[src/rtl/mips_pkg.sv]
// Shared types and widths for the MIPS core's out-of-order back end.
package mips_pkg;

  localparam int TAG_W  = 5;
  localparam int DATA_W = 32;
  localparam int OP_W   = 6;

  // A tag of zero means the operand value is already present.
  localparam logic [TAG_W-1:0] TAG_NONE = 5'd0;

  typedef struct packed {
    logic [TAG_W-1:0]  tag;
    logic [DATA_W-1:0] val;
  } operand_t;

  typedef struct packed {
    logic              valid;
    logic [OP_W-1:0]   opcode;
    logic [TAG_W-1:0]  dest_tag;
    operand_t          src1;
    operand_t          src2;
  } rs_entry_t;

  // Capture a CDB broadcast into a waiting operand; ready operands never match.
  function automatic operand_t snoop_operand(input operand_t          opnd,
                                             input logic              cdb_valid,
                                             input logic [TAG_W-1:0]  cdb_tag,
                                             input logic [DATA_W-1:0] cdb_data);
    operand_t res;
    res = opnd;
    if (cdb_valid && (opnd.tag != TAG_NONE) && (opnd.tag == cdb_tag)) begin
      res.tag = TAG_NONE;
      res.val = cdb_data;
    end
    return res;
  endfunction

endpackage

[src/rtl/prio_enc_lowest.sv]
// Lowest-set-bit priority encoder: index of the lowest request and a found flag.
module prio_enc_lowest #(
  parameter int WIDTH = 4
) (
  input  logic [WIDTH-1:0]         req,
  output logic [$clog2(WIDTH)-1:0] idx,
  output logic                     found
);

  localparam int IDX_W = $clog2(WIDTH);

  // Scan from the top down so the lowest set bit is the last one written.
  always_comb begin
    idx   = '0;
    found = 1'b0;
    for (int i = WIDTH - 1; i >= 0; i--) begin
      if (req[i]) begin
        idx   = IDX_W'(i);
        found = 1'b1;
      end
    end
  end

endmodule

[src/rtl/alu_rs.sv]
// Reservation station for the integer ALU: holds decoded ops, snoops the CDB
// for missing operands and dispatches one ready op at a time via start/done.
module alu_rs
  import mips_pkg::*;
#(
  parameter int DEPTH = 4
) (
  input  logic                       clk,
  input  logic                       rst,
  input  logic                       issue_valid,
  output logic                       issue_ready,
  input  logic [OP_W-1:0]            issue_opcode,
  input  logic [TAG_W-1:0]           issue_src1_tag,
  input  logic [TAG_W-1:0]           issue_src2_tag,
  input  logic [DATA_W-1:0]          issue_src1_val,
  input  logic [DATA_W-1:0]          issue_src2_val,
  input  logic [TAG_W-1:0]           issue_dest_tag,
  input  logic                       cdb_valid,
  input  logic [TAG_W-1:0]           cdb_tag,
  input  logic [DATA_W-1:0]          cdb_data,
  output logic                       alu_start,
  output logic [OP_W-1:0]            alu_opcode,
  output logic [DATA_W-1:0]          alu_op1,
  output logic [DATA_W-1:0]          alu_op2,
  output logic [TAG_W-1:0]           alu_dest_tag,
  input  logic                       alu_done,
  output logic [$clog2(DEPTH+1)-1:0] rs_count
);

  localparam int IDX_W = $clog2(DEPTH);
  localparam int CNT_W = $clog2(DEPTH+1);

  rs_entry_t        entries [DEPTH];
  logic             busy;
  logic [DEPTH-1:0] free_vec;
  logic [DEPTH-1:0] ready_vec;
  logic [IDX_W-1:0] free_idx;
  logic [IDX_W-1:0] sel_idx;
  logic             free_found;
  logic             sel_found;
  logic             alloc;
  logic             dispatch;
  rs_entry_t        new_entry;

  // Free and ready masks come from registered state only (ready is pre-snoop).
  always_comb begin
    free_vec  = '0;
    ready_vec = '0;
    for (int i = 0; i < DEPTH; i++) begin
      free_vec[i]  = !entries[i].valid;
      ready_vec[i] = entries[i].valid &&
                     (entries[i].src1.tag == TAG_NONE) &&
                     (entries[i].src2.tag == TAG_NONE);
    end
  end

  prio_enc_lowest #(.WIDTH(DEPTH)) u_free_enc (
    .req   (free_vec),
    .idx   (free_idx),
    .found (free_found)
  );

  prio_enc_lowest #(.WIDTH(DEPTH)) u_ready_enc (
    .req   (ready_vec),
    .idx   (sel_idx),
    .found (sel_found)
  );

  assign issue_ready = !rst && free_found;
  assign alloc       = issue_valid && issue_ready;
  // A done arriving this edge frees the ALU in time for a same-edge dispatch.
  assign dispatch    = !rst && sel_found && (!busy || alu_done);

  // Build the incoming entry, bypassing a same-cycle broadcast into its sources.
  always_comb begin
    new_entry          = '0;
    new_entry.valid    = 1'b1;
    new_entry.opcode   = issue_opcode;
    new_entry.dest_tag = issue_dest_tag;
    new_entry.src1     = snoop_operand(operand_t'{tag: issue_src1_tag, val: issue_src1_val},
                                       cdb_valid, cdb_tag, cdb_data);
    new_entry.src2     = snoop_operand(operand_t'{tag: issue_src2_tag, val: issue_src2_val},
                                       cdb_valid, cdb_tag, cdb_data);
  end

  // Occupancy is the population count of the valid bits.
  always_comb begin
    rs_count = '0;
    for (int i = 0; i < DEPTH; i++) begin
      rs_count = rs_count + CNT_W'(entries[i].valid);
    end
  end

  // Entry array: snoop, free on dispatch, write on allocate.
  always_ff @(posedge clk) begin
    if (rst) begin
      for (int i = 0; i < DEPTH; i++) begin
        entries[i].valid <= 1'b0;
      end
    end else begin
      for (int i = 0; i < DEPTH; i++) begin
        if (entries[i].valid) begin
          entries[i].src1 <= snoop_operand(entries[i].src1, cdb_valid, cdb_tag, cdb_data);
          entries[i].src2 <= snoop_operand(entries[i].src2, cdb_valid, cdb_tag, cdb_data);
        end
      end
      if (dispatch) begin
        entries[sel_idx].valid <= 1'b0;
      end
      // The allocated slot was free in registered state, so it never collides
      // with the dispatched slot.
      if (alloc) begin
        entries[free_idx] <= new_entry;
      end
    end
  end

  // ALU handshake: busy tracking and registered dispatch outputs.
  always_ff @(posedge clk) begin
    if (rst) begin
      busy         <= 1'b0;
      alu_start    <= 1'b0;
      alu_opcode   <= '0;
      alu_op1      <= '0;
      alu_op2      <= '0;
      alu_dest_tag <= '0;
    end else begin
      alu_start <= dispatch;
      if (dispatch) begin
        busy         <= 1'b1;
        alu_opcode   <= entries[sel_idx].opcode;
        alu_op1      <= entries[sel_idx].src1.val;
        alu_op2      <= entries[sel_idx].src2.val;
        alu_dest_tag <= entries[sel_idx].dest_tag;
      end else if (alu_done) begin
        busy <= 1'b0;
      end
    end
  end

endmodule

[config.mk]
export PLATFORM = sky130hd
export DESIGN_NAME = alu_rs
export DESIGN_NICKNAME = d
export VERILOG_FILES = /design/src/rtl/mips_pkg.sv /design/src/rtl/prio_enc_lowest.sv /design/src/rtl/alu_rs.sv
export SDC_FILE = /design/constraint.sdc
export NUM_CORES = 1
export LEC_CHECK = 0
export BUFFER_PORTS_ARGS = -buffer_cell sky130_fd_sc_hd__buf_2
export CAP_MARGIN = 5
export CORE_ASPECT_RATIO = 1.75
export CORE_MARGIN = 10
export CORE_UTILIZATION = 59
export DETAILED_ROUTE_END_ITERATION = 6
export GPL_ROUTABILITY_DRIVEN = 0
export PLACE_DENSITY = 0.8
export SYNTH_ARGS = -nofsm -noshare
export SYNTH_HDL_FRONTEND = slang
export SYNTH_SLANG_ARGS = --single-unit
[constraint.sdc]
create_clock -name clk -period 5.94 [get_ports clk]
set_input_delay 0.594 -clock clk [delete_from_list [all_inputs] [get_ports clk]]
set_output_delay 0.594 -clock clk [all_outputs]
set_load 0.02 [all_outputs]
Yosys cells after proc, flatten, opt, wreduce, memory -nomap -nowiden

Memories as Yosys holds them, arrays and structs flattened. A register that Yosys moved wholly into a read port is not among the register bits.
Cells that the tools add are included.

Bits in registers: 2
Memory bits (writable): 344
Memories: 1
ROM bits: 0
Input bits: 127
Logic and storage cells: 134
Bits in latches: 0
Output and inout port bits: 80

Memory list:

| name    | words | bits a word | rd ports | clocked after Yosys merged registers in | write ports | RTL line     | source |
|---|---|---|---|---|---|---|---|
| entries | 4     | 86          | 5        | 1                                       | 6           | alu_rs.sv:33 | `rs_entry_t entries [DEPTH];` |

Reductions and logical operators: 54
Equal/unequal tests: 10
Magnitude comparators: 0
Multiplexer cells: 64
Multipliers: 0
Add/subtract/negate cells: 3
Div/mod/pow operators: 0
Bitwise gates (word level): 0
Shift-type cells: 0

Operators with widths:

| kind              | count |
|---|---|
| $mux 37           | 26 |
| $eq 5x5->1        | 10 |
| $reduce_bool 5->1 | 10 |
| $logic_not 5->1   | 8 |
| $logic_and 1x1->1 | 32 |
| $mux 1            | 30 |
| $mux 2            | 8 |
| $add 2x1->3       | 1 |
| $add 3x1->3       | 1 |
| $add 1x1->2       | 1 |
| $logic_not 1->1   | 2 |
| $reduce_bool 2->1 | 1 |
| $logic_or 1x1->1  | 1 |

Depth between registers and ports, before layout

An unclocked memory read counts as a cell.

Depth after elaboration: 13
Gate-level depth with buffers: 9
Mapped depth without buffers: 7

Hierarchy

Synthesis repeated with hierarchy kept, for this count alone.

Cells, all modules: 1258
Area total of the unflattened synthesis: 19612.6 sq um

By module, submodules not included:

| module          | area an instance (sq um) | instances | cells each | seq. area each (sq um) |
|---|---|---|---|---|
| alu_rs          | 19542.5                  | 1         | 1244       | 11831.3 |
| prio_enc_lowest | 35.0                     | 2         | 7          | 0.0 |

Least setup slack after synthesis

No wires, ideal clock.

Kind: input-to-reg
From: input port cdb_tag[4]
To: memory entries[3][37] in the netlist's numbering, enable pin
Library setup time: 483 ps
Path buffers: 1
Cell stages on the path: 5
Data required time: 5457 ps
Path slack: 1396 ps
Arrival: 4062 ps
Cell sequence: clkbuf_1 > xor2_1 > nor4_1 > nand2_1 > o21ai_0

RTL lines:

| item            | RTL line     | source |
|---|---|---|
| start, declared | alu_rs.sv:19 | `input logic [TAG_W-1:0] cdb_tag,` |
| end, declared   | alu_rs.sv:33 |  |

==> impl.org <==
** Outcome
- The flow ran to the end, and the final reports show no timing, DRC or antenna violations.

** Synth
- Synth Net Count :: 1437
- Area share of the leading cell type in the synthesized netlist :: 0.550
- Fraction of synthesis flops using an asynchronous set or reset pin :: 0
- The synthesized design contains 421 register bits.
- Post-synth cell types :: 46
- Mapped Area :: 18600 um2
- By count the netlist is led by sky130_fd_sc_hd__edfxtp_1, sky130_fd_sc_hd__mux2_2, sky130_fd_sc_hd__nand2_1.
- Cell type contributing the most total cell area after synthesis :: sky130_fd_sc_hd__edfxtp_1
- In the synthesized netlist the dominant register cell turns out to be sky130_fd_sc_hd__edfxtp_1.
- Of the synthesized area, sequential elements account for 0.637.
- In this run the mean area of a mapped cell was 14.2 um2.
- Cell count after synthesis :: 1305
- Yosys Warn Count :: 0
- Post-synth EDFFs :: 340
- By instance count, the leading cell after synthesis is sky130_fd_sc_hd__edfxtp_1.
- Leading cell types by total area after synthesis :: sky130_fd_sc_hd__edfxtp_1, sky130_fd_sc_hd__mux2_2, sky130_fd_sc_hd__dfxtp_1

** Clock tree
- Worst-Skew Late Latency :: 540 ps
- Total of cells resized after clock tree synthesis :: 0
- Number of setup buffers added after CTS :: 0
- Counting the buffers created by CTS gives 37.
- The H-tree generated during clock tree synthesis spans 2 levels.
- The tree built by TritonCTS fans out to 421 sinks.
- The tree is rooted in a sky130_fd_sc_hd__clkbuf_16.
- Clock transition at the registers of the reported paths :: 70 ps
- For this design, the CTS-stage hold fixing added 0 buffers.
- TritonCTS built the clock tree.
- No sink is reached through more buffers than the 3 on the longest clock path.

** Power and ir drop
- Leakage component of the power :: 7.41 nW
- The design draws 6.05 mW.
- P per Cell Area :: 286 nW/um2
- The worst-case IR drop observed on VDD is 0.275 mV.

** Worst setup path
- In this run the worst path has a maximum fanout of 36.
- Sort of element at the end of the critical path :: flip-flop
- The worst setup path is of the flip-flop to flip-flop kind.
- Critical path data required time :: 6390 ps
- In this run the register-to-register setup slack is 1710 ps.
- STA classifies the critical path startpoint as a flip-flop.
- STA puts the critical path data arrival time at 4680 ps.

** Floorplan
- Chip Height :: 255 um
- Overall die area :: 39300 um2
- For this configuration, the core starts out at a cell density of 0.600.
- Row Count :: 85
- Area of the core :: 30900 um2
- Pin placement for this block handled 207 I/O pins.
- The floorplan step set the die width to 154 um.

** Route
- Routed via count divided by cell count :: 6.63
- Wire length per cell :: 26.5 um
- After the first detailed-routing iteration, the DRC count stood at 1421.
- DRT Wirelength :: 50400 um
- The first detailed-routing pass took 6 iterations.
- For this run, design rule violations remaining after detail routing come to 0.
- Post-detailed-route count of antenna-violating nets :: 0
- Vias after detailed routing :: 12.6k

** STA
- Number of setup violations in the final report :: 0
- Fin crit share :: 0.711
- Worst-case setup margin in the final layout :: 1710 ps
- RSZ-0062 raised after global routing :: false
- Fin. Hold Viols :: 0
- The number of slew-limit violations in the final report is 0.
- Maximum clock skew at final layout :: 17.4 ps
- Relative slew slack :: 0.148
- Across all hold checks on the routed design, the worst slack comes to 279 ps.
- Min Clock Period, post-route :: 4230 ps
- For the pin with the worst max-slew slack, the measured transition is 1270 ps.
- FMAX :: 237 MHz
- Total Negative Setup Slacks :: 0 ps

** Placement
- HPWL after DPL :: 30600 um
- In this run the tool buffered the top-level ports with 206 buffer cells.
- OpenSTA, run right after detailed placement, puts the worst setup slack at 1720 ps.

** Global route
- The number of antenna violations at the first check in global routing came to 8.
- The via count of the first global-routing pass is 13.1k.
- First-pass GRT wire length :: 75900 um
- Global-route total usage across every layer :: 0.247
- Maximum number of pins on one net before global-route repair :: 84
- Grt ovf :: 0

** Finish
- Of the cells placed in the final design, the portion with a size suffix greater than 1 is 0.371.
- Final net count :: 1607
- Fill cells in the final layout number 2135.
- Summing all flip-flop and latch instances after layout gives 11800 um2.
- Summing all multi-input logic gate instances after layout gives 6410 um2.
- At the end of the flow the core is filled with cells to 0.684.
- Syn-to-layout area delta :: 14.0%

** Hold path
- In this run the worst hold path is classified as input port to flip-flop.

** Job
- Max-cap violations :: 0
-- path summary, 6_finish.rpt --
check                  start              to  cells after the start
max reg2reg   entries[3][33]     alu_op1[15]                      7
min reg2reg   entries[0][18]     alu_op2[18]                      2
max           entries[3][33]     alu_op1[15]                      7
min          issue_opcode[1]  entries[1][80]                      1
-- critical path, stage by stage (launching register included) --
cell	delay, ps
sky130_fd_sc_hd__edfxtp_1	410
sky130_fd_sc_hd__or4_1	580
sky130_fd_sc_hd__or3_4	380
sky130_fd_sc_hd__a311oi_4	860
sky130_fd_sc_hd__and2_2	930
sky130_fd_sc_hd__buf_4	510
sky130_fd_sc_hd__a222oi_1	180
sky130_fd_sc_hd__o211ai_1	240
-- flip-flops by register name, summed over array words and instances (netlist names) --
register	cells
entries	344
alu_op1	32
alu_op2	32
alu_opcode	6
alu_dest_tag	5
alu_start	1
busy	1
-- report_power, final --
| part | switching [mW] | internal (mW) |
|---|---|---|
| Clock | 1.06 | 1.38 |
| Combinational | 0.198 | 0.152 |
| Sequential | 0.0163 | 3.24 |
| Total | 1.28 | 4.77 |
-- area by class of cell --
type,count,area share
inverters,19,0.00343
diodes,7,0.000827
clock buffers,51,0.0496
multi-input cells,775,0.303
flip-flops and latches,421,0.559
well taps,391,0.0231
clock inverters,16,0.00780
repair buffers,221,0.0540
-- metrics by stage --
step	cell area [um2]	cells
floorplan	18600	1305
global placement	19900	1827
detailed placement	19900	1827
CTS	21200	1894
global route	21200	1901
finish	21200	1901
-- cell families after synthesis --
kind of cell | share of synthesized area
AOI/OAI and AO/OA | 0.0865
xor gates and xnor gates | 0.0222
adders and majority gates | 0.00377
buffers and inverters | 0.0261
DFF | 0.637
muxes | 0.155
and+or+nand+nor | 0.0693
-- layer usage --
layer / vias up / global-route usage / part of all wire
met1: 6329 / 0.283 / 0.35
met5: - / 0 / 0.00040
met4: 2 / 0.119 / 0.038
met2: 671 / 0.439 / 0.53
met3: 120 / 0.0395 / 0.087
li1: 5476 / - / -
-- cells in the final DEF, fill, tap and decap left out, drive strengths merged, types with 9 or more instances in the layout --
| master | synthesis | final |
|---|---|---|
| a221o | 13 | 13 |
| a222oi | 62 | 62 |
| a31oi | 15 | 15 |
| buf | 32 | 221 |
| clkbuf | 58 | 51 |
| clkinv | 0 | 10 |
| dfxtp | 81 | 81 |
| edfxtp | 340 | 340 |
| inv | 19 | 19 |
| mux2 | 256 | 256 |
| nand2 | 93 | 93 |
| nand3 | 83 | 83 |
| nand4 | 9 | 9 |
| nor2 | 64 | 64 |
| o211ai | 63 | 63 |
| o221a | 13 | 13 |
| xnor2 | 34 | 34 |
| xor2 | 13 | 13 |
No activity file was read; power rests on OpenSTA's default activity.
